### config.mk
export PLATFORM = sky130hd
export DESIGN_NAME = match_peak_finder
export DESIGN_NICKNAME = d
export VERILOG_FILES = /design/src/rtl/match_peak_finder.sv
export SDC_FILE = /design/constraint.sdc
export NUM_CORES = 1
export LEC_CHECK = 0
export BUFFER_PORTS_ARGS = -buffer_cell sky130_fd_sc_hd__buf_2
export CAP_MARGIN = 20
export CORE_MARGIN = 8
export CORE_UTILIZATION = 57
export DETAILED_ROUTE_END_ITERATION = 7
export GPL_ROUTABILITY_DRIVEN = 0
export GPL_TIMING_DRIVEN = 0
export HOLD_SLACK_MARGIN = 0.05
export PLACE_DENSITY = 0.86
export SLEW_MARGIN = 20
export SYNTH_ARGS = -nofsm -noshare
export SYNTH_HDL_FRONTEND = slang
export SYNTH_SLANG_ARGS = --single-unit
export TNS_END_PERCENT = 100
### constraint.sdc
create_clock -name clk -period 5.1 [get_ports clk]
set_clock_uncertainty 0.05 [all_clocks]
set_input_delay 1.02 -clock clk [delete_from_list [all_inputs] [get_ports clk]]
set_output_delay 1.02 -clock clk [all_outputs]
set_load 0.03 [all_outputs]
### src/rtl/match_peak_finder.sv
// Match decision stage: tracks the best candidate score and its raster position within a frame,
// then reports the peak, candidate count and threshold hit for one cycle once the frame closes.
module match_peak_finder #(
  parameter int WIDTH    = 8,
  parameter int LINE_LEN = 640,
  parameter int XW       = 10,
  parameter int YW       = 10,
  parameter int MAX_MODE = 1
) (
  input  logic                 clk,
  input  logic                 rst,
  input  logic                 frame_start,
  input  logic                 frame_end,
  input  logic                 score_valid,
  input  logic [WIDTH+12:0]    score,
  input  logic [WIDTH+12:0]    threshold,
  output logic                 best_valid,
  output logic [WIDTH+12:0]    best_score,
  output logic [XW-1:0]        best_x,
  output logic [YW-1:0]        best_y,
  output logic                 hit,
  output logic [XW+YW-1:0]     cand_count,
  output logic                 busy,
  output logic [1:0]           dbg_state
);

  localparam int SW = WIDTH + 13;
  localparam int CW = XW + YW;
  localparam logic [XW-1:0] XLAST = XW'(LINE_LEN - 1);
  // Value reported for a frame that saw no candidates.
  localparam logic [SW-1:0] EMPTY = (MAX_MODE != 0) ? {SW{1'b0}} : {SW{1'b1}};

  typedef enum logic [1:0] {
    IDLE   = 2'd0,
    SCAN   = 2'd1,
    REPORT = 2'd2
  } state_t;

  // Handshake: inputs are single-cycle qualifiers sampled on every rising edge; best_valid is a
  // one-cycle pulse and best_*/hit/cand_count are meaningful (and held) from that cycle onward.
  state_t state, state_next;

  logic [SW-1:0] run_best;
  logic [XW-1:0] run_bx, pos_x;
  logic [YW-1:0] run_by, pos_y;
  logic [CW-1:0] run_count;
  logic          first_r;
  logic          hit_r;

  logic          start_new, take, first_eff, improves, better, hit_now;
  logic [SW-1:0] best_base, n_best;
  logic [XW-1:0] bx_base, px_base, n_bx, n_px;
  logic [YW-1:0] by_base, py_base, n_by, n_py;
  logic [CW-1:0] cnt_base, n_count;
  logic          n_first;

  always_ff @(posedge clk) begin
    if (rst) state <= IDLE;
    else     state <= state_next;
  end

  always_comb begin
    state_next = state;
    case (state)
      IDLE:    if (frame_start) state_next = SCAN;
      SCAN:    if (frame_end) state_next = REPORT;
      REPORT:  state_next = frame_start ? SCAN : IDLE;
      default: state_next = IDLE;
    endcase
  end

  always_comb begin
    best_valid = (state == REPORT);
    busy       = (state == SCAN);
    dbg_state  = state;
    hit        = (state == REPORT) ? hit_now : hit_r;
  end

  // A new frame begins on frame_start unless it collides with frame_end inside SCAN.
  always_comb begin
    start_new = frame_start && !(state == SCAN && frame_end);
    take      = score_valid && (start_new || state == SCAN);
    first_eff = start_new ? 1'b1 : first_r;
    best_base = start_new ? EMPTY : run_best;
    bx_base   = start_new ? '0 : run_bx;
    by_base   = start_new ? '0 : run_by;
    px_base   = start_new ? '0 : pos_x;
    py_base   = start_new ? '0 : pos_y;
    cnt_base  = start_new ? '0 : run_count;
    improves  = (MAX_MODE != 0) ? (score > best_base) : (score < best_base);
    better    = first_eff || improves;
  end

  always_comb begin
    n_best  = best_base;
    n_bx    = bx_base;
    n_by    = by_base;
    n_px    = px_base;
    n_py    = py_base;
    n_count = cnt_base;
    n_first = first_eff;
    if (take) begin
      n_first = 1'b0;
      if (better) begin
        n_best = score;
        n_bx   = px_base;
        n_by   = py_base;
      end
      if (px_base == XLAST) begin
        n_px = '0;
        n_py = py_base + 1'b1;
      end else begin
        n_px = px_base + 1'b1;
      end
      if (cnt_base != {CW{1'b1}}) n_count = cnt_base + 1'b1;
    end
  end

  always_comb begin
    if (MAX_MODE != 0) hit_now = (best_score >= threshold);
    else               hit_now = (best_score <= threshold);
  end

  always_ff @(posedge clk) begin
    if (rst) begin
      run_best   <= '0;
      run_bx     <= '0;
      run_by     <= '0;
      pos_x      <= '0;
      pos_y      <= '0;
      run_count  <= '0;
      first_r    <= 1'b1;
      best_score <= '0;
      best_x     <= '0;
      best_y     <= '0;
      cand_count <= '0;
      hit_r      <= 1'b0;
    end else begin
      run_best  <= n_best;
      run_bx    <= n_bx;
      run_by    <= n_by;
      pos_x     <= n_px;
      pos_y     <= n_py;
      run_count <= n_count;
      first_r   <= n_first;
      // Published values change on entry to REPORT so they are valid during the pulse.
      if (state == SCAN && frame_end) begin
        best_score <= n_best;
        best_x     <= n_bx;
        best_y     <= n_by;
        cand_count <= n_count;
      end
      if (state == REPORT) hit_r <= hit_now;
    end
  end

endmodule

==> impl_metrics.yaml <==
floorplan:
  die_h_um: 131
  start_util_pct: 57.6
  die_w_um: 131
  rows: 42
  coreArea_um2: 13100
  dieArea_um2: 17200
  io_pins: 113
cts:
  htree_levels: 4
  numCtsBuffers: 17
  clk-insertion-delay-late_ns: 0.43
  cts_sinks: 146
  clock-root-buffer: "clkbuf_16"
  path_clk_slew_ns: 0.06
  cts_buffer_depth: 2
  cts-resized-gates: 0
  postCtsSetupRepairBufs: 0
  holdBufCountCts: 0
  cts_tree: "yes"
hold_path:
  min-delay-path-class: "flip-flop to flip-flop"
synth:
  synth.area.top_cells: "dfxtp_1 39%, ha_1 7.5%, nor2_1 7.2%"
  synth_top_area_cell: "dfxtp_1"
  ys_ff_latch: 146
  ys_seq_area_share_pct: 38.8
  netlist_area_um2: 7540
  avgSynthCellArea_um2: 8.59
  synth_cell_types: 56
  yosys.area.top_type_share_pct: 38.8
  async_reset_ff_share_pct: 0
  synthCells: 878
  ys.flop_type: "dfxtp_1"
  synth_edf_count: 0
  syn_nets: 970
  synth_warnings: 0
timing:
  final.min_clock_period_ns: 4.77
  whs_ns: 0.417
  grt_setup_unrepaired: "no"
  max_freq_mhz: 209
  timing.final.crit_share_pct: 93.6
  timing_hold_violations_final: 0
  relSlewSlack_pct: 52.7
  maxSlewViolCount: 0
  setup_tns_ns: 0
  fin_ws_ns: 0.325
  setup_viol: 0
  tightest_slew_ns: 0.706
drt:
  ant_nets: 0
  wirelength_mm: 20.5
  dr_total_vias: 6972
  dr.pass1.iters: 5
  drc: 0
  drtIter0Drc: 630
  wl_per_cell_um: 17.1
  vias_per_cell: 5.82
pwr:
  power_density_nw_per_um2: 328
  ir_drop_uv: 248
  p_leak_nw: 3.73
place:
  port_buffers: 111
  dp_hpwl_mm: 14.5
  detailedPlace.worstSlack_ns: -0.0332
global_route:
  grt_pass1_vias: 6676
  grt_usage_pct: 24.3
  antenna_found_initial: 1
  grt_pass1_wl_mm: 32.8
  gr-total-overflow: 0
  grt_max_degree: 17
worst_setup_path:
  cp.required_ns: 5.42
  start_kind: "primary input"
  critical_path.max_fanout: 10
  arrival_ns: 5.09
  crit_path_end_kind: "flip-flop"
  crit_type: "primary input to flip-flop"
finish:
  mostFrequentLayoutCell: "dfxtp_1"
  final_cell_mix: "146 x dfxtp_1, 145 x nor2_1, 118 x buf_2"
  final_layout_size_suffix_gt1_share_pct: 16.2
  nets: 1100
  area_growth_pct: 18.7
outcome:
  run_status: "complete, no violations"
run:
  cap_violations: 0
[layout make-up]
class,instances,area (um2)
Buffer,57,283
Tap cell,176,220
Multi-Input combinational cell,641,4210
Timing Repair Buffer,111,556
Fill cell,1029,4140
Inverter,34,128
Clock inverter,11,185
Sequential cell,146,2920
Antenna cell,1,2.50
Clock buffer,20,447
[sequential cells by signal, summed over array words and instances (netlist names)]
| signal | flops |
|---|---|
| best_score | 21 |
| best_x | 10 |
| best_y | 10 |
| cand_count | 20 |
| dbg_state | 2 |
| first_r | 1 |
| hit_r | 1 |
| pos_x | 10 |
| pos_y | 10 |
| run_best | 21 |
| run_bx | 10 |
| run_by | 10 |
| run_count | 20 |
[power by group]
part | internal, mW | switching (mW) | leakage, nW
clock network | 0.873 | 0.481 | 0.306
registers | 1.18 | 0.0283 | 1.19
logic | 0.134 | 0.243 | 2.24
[kinds of logic after synthesis]
group	share of synthesized area, %
multiplexers	6.39
AO/OA/AOI/OAI	15.8
adder cells (fa/ha/maj)	7.47
flip-flops	38.8
AND/OR/NAND/NOR	22.3
XOR/XNOR	3.83
buffers and inverters	5.44
[cells in the mapped netlist (all sizes together), types with 4 or more instances]
cell,number
dfxtp,146
nor4,4
inv,34
nand2,118
and3,7
nand3,15
o21a,4
nor2,145
nand4,25
ha,45
o21ai,10
xnor2,10
a21o,5
clkbuf,34
nand2b,24
or4,4
nor3,8
o221a,41
and2,9
xor2,23
a21oi,20
a211oi,39
a2111oi,4
buf,23
mux2i,47
[routing by layer]
| layer | track usage, % | vias to the layer above | part of all wire (%) |
|---|---|---|---|
| met4 | 11.6 | 0 | 2.7 |
| met2 | 41.0 | 291 | 48 |
| met1 | 28.7 | 3286 | 42 |
| li1 | - | 3353 | - |
| met3 | 5.28 | 42 | 7.8 |
| met5 | 0 | - | 0 |
[worst paths after layout]
check,slack (ns),start,cells past startpoint,to
worst min-delay path,0.42,cand_count[12]$_SDFFE_PP0P_,2,cand_count[12]$_SDFFE_PP0P_
worst max register to register,0.54,dbg_state[0]$_SDFFE_PP0P_,13,best_y[6]$_SDFFE_PP0P_
worst min register to register,0.42,cand_count[12]$_SDFFE_PP0P_,2,cand_count[12]$_SDFFE_PP0P_
worst max-delay path,0.33,frame_end,14,best_y[6]$_SDFFE_PP0P_
[critical path, cell delays in order]
cell and delay [ns]:
buf_2 0.10, nand3b_1 0.15, nand2_1 0.35, clkbuf_1 0.56
buf_1 0.45, nand2_1 0.12, ha_1 0.33, nand4_1 0.19
or4_1 0.55, or4_4 0.51, nand2_2 0.14, a211o_2 0.18
buf_4 0.21, o221a_1 0.22
[metrics by stage]
step | power, mW | std cells | instance area [um2] | util, %
global route | 3.03 | 1197 | 8950 | 68.4
CTS | 2.94 | 1196 | 8950 | 68.4
global placement | 1.60 | 1165 | 8320 | 63.5
finish | 2.94 | 1197 | 8950 | 68.4
detailed placement | 1.60 | 1165 | 8320 | 63.5
floorplan | 1.48 | 878 | 7540 | -
Power figures use the tool's default switching activity.
